$ cat src/rtl/i2c_burst_sequencer_pkg.sv
// Shared encodings for the I2C command sequencer: FSM states, op codes, defaults.
package i2c_pkg;

  typedef enum logic [2:0] {
    ST_IDLE,
    ST_WR_REQ,
    ST_WR_BUSY,
    ST_PTR_REQ,
    ST_PTR_BUSY,
    ST_RD_REQ,
    ST_RD_BUSY,
    ST_RESP
  } state_t;

  localparam logic I2C_OP_WR = 1'b0;
  localparam logic I2C_OP_RD = 1'b1;

  localparam int I2C_TIMEOUT_DEFAULT = 4096;

  // States in which the sequencer is waiting on the byte controller.
  function automatic logic is_wait_state(state_t s);
    return s inside {ST_WR_REQ, ST_WR_BUSY, ST_PTR_REQ, ST_PTR_BUSY, ST_RD_REQ, ST_RD_BUSY};
  endfunction

endpackage

$ cat src/rtl/i2c_burst_sequencer_sync_2ff.sv
// Generic 1-bit two-flop synchronizer with a synchronous active-low reset value.
module sync_2ff #(
  parameter logic RST_VAL = 1'b0
) (
  input  logic clk,
  input  logic rst,
  input  logic d,
  output logic q
);

  logic meta;

  always_ff @(posedge clk) begin
    if (!rst) begin
      meta <= RST_VAL;
      q    <= RST_VAL;
    end else begin
      meta <= d;
      q    <= meta;
    end
  end

endmodule

$ cat src/rtl/i2c_burst_sequencer.sv
// Command sequencer in front of the I2C byte controller: single writes and
// pointer-write/byte-read bursts, with a timeout so a stuck controller cannot hang it.
//
// state    | meaning
// IDLE     | waiting for a command (needs controller ready)
// WR_REQ   | write byte requested, enable high until controller starts
// WR_BUSY  | write byte in flight
// PTR_REQ  | register pointer write requested
// PTR_BUSY | pointer write in flight
// RD_REQ   | byte read requested
// RD_BUSY  | byte read in flight
// RESP     | response held until consumer takes it
module i2c_burst_sequencer
  import i2c_pkg::*;
#(
  parameter int TIMEOUT_CYCLES = I2C_TIMEOUT_DEFAULT,
  parameter int LEN_W          = 4
) (
  input  logic             clk,
  input  logic             rst,
  input  logic             cmd_valid,
  output logic             cmd_ready,
  input  logic             cmd_op,
  input  logic [6:0]       cmd_dev,
  input  logic [7:0]       cmd_reg,
  input  logic [7:0]       cmd_wdata,
  input  logic [LEN_W-1:0] cmd_len,
  output logic             rsp_valid,
  input  logic             rsp_ready,
  output logic [7:0]       rsp_data,
  output logic             rsp_last,
  output logic             rsp_err,
  output logic             i2c_enable,
  output logic             i2c_rw,
  output logic [6:0]       i2c_addr,
  output logic [7:0]       i2c_data_in,
  input  logic             i2c_ready,
  input  logic [7:0]       i2c_data_out
);

  localparam int CNT_W = $clog2(TIMEOUT_CYCLES + 1);

  state_t           state;
  logic             ready_s;
  logic [CNT_W-1:0] wait_cnt;
  logic [7:0]       ptr;
  logic [LEN_W-1:0] remaining;
  logic             timed_out;

  sync_2ff #(.RST_VAL(1'b0)) u_ready_sync (
    .clk (clk),
    .rst (rst),
    .d   (i2c_ready),
    .q   (ready_s)
  );

  assign cmd_ready = (state == ST_IDLE) && ready_s;
  assign timed_out = (wait_cnt == CNT_W'(TIMEOUT_CYCLES));

  always_ff @(posedge clk) begin
    if (!rst) begin
      state       <= ST_IDLE;
      wait_cnt    <= '0;
      ptr         <= '0;
      remaining   <= '0;
      i2c_enable  <= 1'b0;
      i2c_rw      <= 1'b0;
      i2c_addr    <= '0;
      i2c_data_in <= '0;
      rsp_valid   <= 1'b0;
      rsp_data    <= '0;
      rsp_last    <= 1'b0;
      rsp_err     <= 1'b0;
    end else if (is_wait_state(state) && timed_out) begin
      // Abort discards whatever is left of the burst.
      state      <= ST_RESP;
      i2c_enable <= 1'b0;
      rsp_valid  <= 1'b1;
      rsp_data   <= '0;
      rsp_last   <= 1'b1;
      rsp_err    <= 1'b1;
    end else begin
      wait_cnt <= wait_cnt + CNT_W'(1);
      case (state)
        ST_IDLE: begin
          if (cmd_valid && cmd_ready) begin
            wait_cnt   <= '0;
            i2c_enable <= 1'b1;
            i2c_rw     <= 1'b0;
            i2c_addr   <= cmd_dev;
            ptr        <= cmd_reg;
            remaining  <= (cmd_len == '0) ? LEN_W'(1) : cmd_len;
            if (cmd_op == I2C_OP_WR) begin
              state       <= ST_WR_REQ;
              i2c_data_in <= cmd_wdata;
            end else begin
              state       <= ST_PTR_REQ;
              i2c_data_in <= cmd_reg;
            end
          end
        end
        ST_WR_REQ: begin
          if (!ready_s) begin
            state      <= ST_WR_BUSY;
            i2c_enable <= 1'b0;
            wait_cnt   <= '0;
          end
        end
        ST_WR_BUSY: begin
          if (ready_s) begin
            state     <= ST_RESP;
            rsp_valid <= 1'b1;
            rsp_data  <= '0;
            rsp_last  <= 1'b1;
            rsp_err   <= 1'b0;
          end
        end
        ST_PTR_REQ: begin
          if (!ready_s) begin
            state      <= ST_PTR_BUSY;
            i2c_enable <= 1'b0;
            wait_cnt   <= '0;
          end
        end
        ST_PTR_BUSY: begin
          if (ready_s) begin
            state      <= ST_RD_REQ;
            i2c_enable <= 1'b1;
            i2c_rw     <= 1'b1;
            wait_cnt   <= '0;
          end
        end
        ST_RD_REQ: begin
          if (!ready_s) begin
            state      <= ST_RD_BUSY;
            i2c_enable <= 1'b0;
            wait_cnt   <= '0;
          end
        end
        ST_RD_BUSY: begin
          if (ready_s) begin
            state     <= ST_RESP;
            rsp_valid <= 1'b1;
            rsp_data  <= i2c_data_out;
            rsp_last  <= (remaining == LEN_W'(1));
            rsp_err   <= 1'b0;
          end
        end
        ST_RESP: begin
          if (rsp_ready) begin
            rsp_valid <= 1'b0;
            if (rsp_last) begin
              state <= ST_IDLE;
            end else begin
              state       <= ST_PTR_REQ;
              ptr         <= ptr + 8'd1;
              remaining   <= remaining - LEN_W'(1);
              i2c_enable  <= 1'b1;
              i2c_rw      <= 1'b0;
              i2c_data_in <= ptr + 8'd1;
              wait_cnt    <= '0;
            end
          end
        end
        default: state <= ST_IDLE;
      endcase
    end
  end

endmodule

$ cat config.mk
export PLATFORM = sky130hd
export DESIGN_NAME = i2c_burst_sequencer
export DESIGN_NICKNAME = d
export VERILOG_FILES = /design/src/rtl/i2c_burst_sequencer_pkg.sv /design/src/rtl/i2c_burst_sequencer_sync_2ff.sv /design/src/rtl/i2c_burst_sequencer.sv
export SDC_FILE = /design/constraint.sdc
export NUM_CORES = 1
export LEC_CHECK = 0
export CAP_MARGIN = 10
export CORE_ASPECT_RATIO = 1.2
export CORE_MARGIN = 1.5
export CORE_UTILIZATION = 55
export CTS_BUF_LIST = sky130_fd_sc_hd__clkbuf_8
export CTS_CLUSTER_DIAMETER = 50
export DETAILED_ROUTE_END_ITERATION = 10
export MAX_ROUTING_LAYER = met4
export PLACE_DENSITY = 0.87
export SYNTH_ARGS = -nofsm -noshare
export SYNTH_HDL_FRONTEND = slang
export SYNTH_SLANG_ARGS = --single-unit
$ cat constraint.sdc
create_clock -name clk -period 3.8 [get_ports clk]
set_input_delay 0.76 -clock clk [delete_from_list [all_inputs] [get_ports clk]]
set_output_delay 0.76 -clock clk [all_outputs]
set_load 0.02 [all_outputs]
==> impl_metrics.toml <==
[timing]
final_max_slew_viol_count = 0
finalSetupTns_ps = 0
finalHoldViolations = 0
rsz0062_at_grt = "no"
clock.fmax_ghz = 0.3530
tightestPinTransition_ps = 719.3
clock-skew-final_ps = 5.247
finalSetupViolations = 0
period_needed_ps = 2833
slew_headroom = 0.5190
fin_crit_sh = 0.7456

[routing]
drt_wl_total_mm = 6.921
drtPass1Iterations = 5
wl_per_cell_um = 14.36
dr.first_iter.drc_count = 158
avgViaCountPerCell = 5.936
vias = 2861
drc = 0
drtAntennaViolNets = 0

[synth]
yosysTopAreaCell = "dfxtp_1"
avgSynthCellArea_um2 = 8.231
synth_edf_count = 0
syn_area_um2 = 2947
synth_top_area_share = 0.3941
synth_area_leaders = "dfxtp_1 (39%), a21oi_1 (8.0%), nand2_1 (5.6%), nand3_1 (4.9%), mux2i_1 (3.1%)"
ys_types = 53
synth.most_common_cell = "dfxtp_1"
synth_ff_type = "dfxtp_1"
ys_seq_area_frac = 0.3941
synth_common_cells = "dfxtp_1 (58), a21oi_1 (47), nand2_1 (44)"
synth_nets = 404
synth_async_sr_flop_share = 0
ys_warn_count = 0
synthCells = 358
synth-seq-cells = 58

[worst_setup_path]
start_kind = "register"
critPathSlowestCell = "clkdlybuf4s50_1"
end_kind = "output port"
cp_max_fo = 20
arrival_ps = 2070
crit_family = "buffers and inverters"
cpPeakStageDelay_ps = 630
required_ps = 3040
path_class = "register to output port"
path_cells = "nor4b_4 > buf_4 > clkdlybuf4s50_1"
cp_num_buf_inv = 2

[floorplanning]
die_area_um2 = 5807
dieHeight_um = 83.18
coreArea_um2 = 5225
io_pins = 70
row_count = 29
initial_core_util = 0.5639
fp.dieW_um = 69.82

[cells_and_area]
area_growth_pct = 28.24
fin_util = 0.7232
multi_input_area_um2 = 1630
fillers = 421
drive_above_1_share = 0.05238
final-seq-area_um2 = 1161
final_nets = 464
diodes = 0

[status]
status = "finished, final reports clean"

[clock_tree]
cts_hold_buf = 0
cts_tree = "done"
cts_max_level = 3
cts-buffers-inserted = 9
ctsResizeCount = 0
clock_sinks = 58
cts_buffer_depth = 2
cts_root_buf = "clkbuf_8"
post_cts.repair.setup_buffers = 0
insertion_delay_ps = 340
clk_pin_slew_ps = 60

[placed_design]
dp_hpwl_mm = 4.771
port_buffers = 69
gp_congestion = 0.8253

[min_path]
hp-class = "register to register"

[power]
ir_drop_v = 0.0002845
leakage_uw = 0.001268
power_per_cell_area_nw_per_um2 = 326.9

[global_routing]
grt_pass1_wl_mm = 11.67
antenna_found_initial = 0
grt_max_degree = 32
grt_use_total = 0.2511
globalRouteOverflowTotal = 0
grt_pass1_vias = 2639

[job]
drv_cap = 0
-- metrics by stage --
stage	hold slack, ps	total power, uW	setup slack (ps)	area (um^2)	instances
5_1_grt	452.7	1280	866.4	3779	482
2_1_floorplan	411.9	709.5	1983	2947	358
3_3_place_gp	419.8	772.5	1107	3620	469
4_1_cts	437.8	1244	953.9	3779	482
3_5_place_dp	418.1	775.3	993.1	3620	469
6_report	433.4	1235	966.8	3779	482
-- power by group --
| part | internal [uW] | leakage [uW] | switching, uW |
|---|---|---|---|
| logic | 71.3 | 0.000709 | 58.4 |
| clock network | 256 | 0.0000897 | 217 |
| registers | 620 | 0.000469 | 12.9 |
| total | 947 | 0.00127 | 288 |
-- kinds of logic after synthesis --
| logic type | synth area share |
|---|---|
| flops | 0.3941 |
| fa+ha+maj | 0.02123 |
| xor+xnor | 0.03864 |
| mux | 0.03057 |
| simple gates | 0.2382 |
| compound gates | 0.2246 |
| buf+inv | 0.05265 |
-- per-layer routing --
| layer | vias to the layer above | GRT usage | wire length [um] |
|---|---|---|---|
| li1 | 1414 | - | - |
| met3 | 10 | 0.05097 | 351 |
| met2 | 81 | 0.4156 | 3576 |
| met1 | 1356 | 0.2945 | 2878 |
| met5 | - | - | 0 |
| met4 | 0 | 0.1084 | 114 |
-- cell type report --
type | count | area share
Timing Repair Buffer | 72 | 0.1887
Clock inverter | 2 | 0.001987
Tap cell | 62 | 0.02053
Sequential cell | 58 | 0.3073
Multi-Input combinational cell | 267 | 0.4315
Clock buffer | 11 | 0.04007
Inverter | 10 | 0.009934
-- path summary, 6_finish.rpt --
| path | slack, ps | cells past startpoint | start | to |
|---|---|---|---|---|
| worst max register to register | 1520 | 4 | state[2] | wait_cnt[9] |
| worst max-delay path | 970 | 3 | state[2] | cmd_ready |
| worst min-delay path | 430 | 1 | u_ready_sync.meta | u_ready_sync.q |
| worst min register to register | 430 | 1 | u_ready_sync.meta | u_ready_sync.q |
-- layout by cell type, fill, tap and decap left out, drive strengths merged, types with 8 or more instances in the layout --
cell / Yosys / routed
inv: 10 / 12
dfxtp: 58 / 58
clkbuf: 12 / 11
mux2i: 9 / 9
xnor2: 8 / 8
nand3: 29 / 29
a21oi: 47 / 47
nor3: 12 / 12
clkdlybuf4s50: 0 / 69
nand2: 44 / 44
o21ai: 17 / 17
nor2: 17 / 17
-- registers in the layout, indices dropped and copies added, names as in the netlist --
register           flops
rsp_err                1
state                  3
i2c_enable             1
u_ready_sync.q         1
wait_cnt              13
remaining              4
i2c_addr               7
ptr                    8
rsp_data               8
i2c_data_in            8
rsp_last               1
u_ready_sync.meta      1
rsp_valid              1
i2c_rw                 1
-- worst register-to-register path, cell delays in order (launching register included) --
cell and delay, ps:
dfxtp_1 750, nand4_1 470, or2_2 450, nand3_1 350, a21oi_1 130
Power figures use the tool's default switching activity.
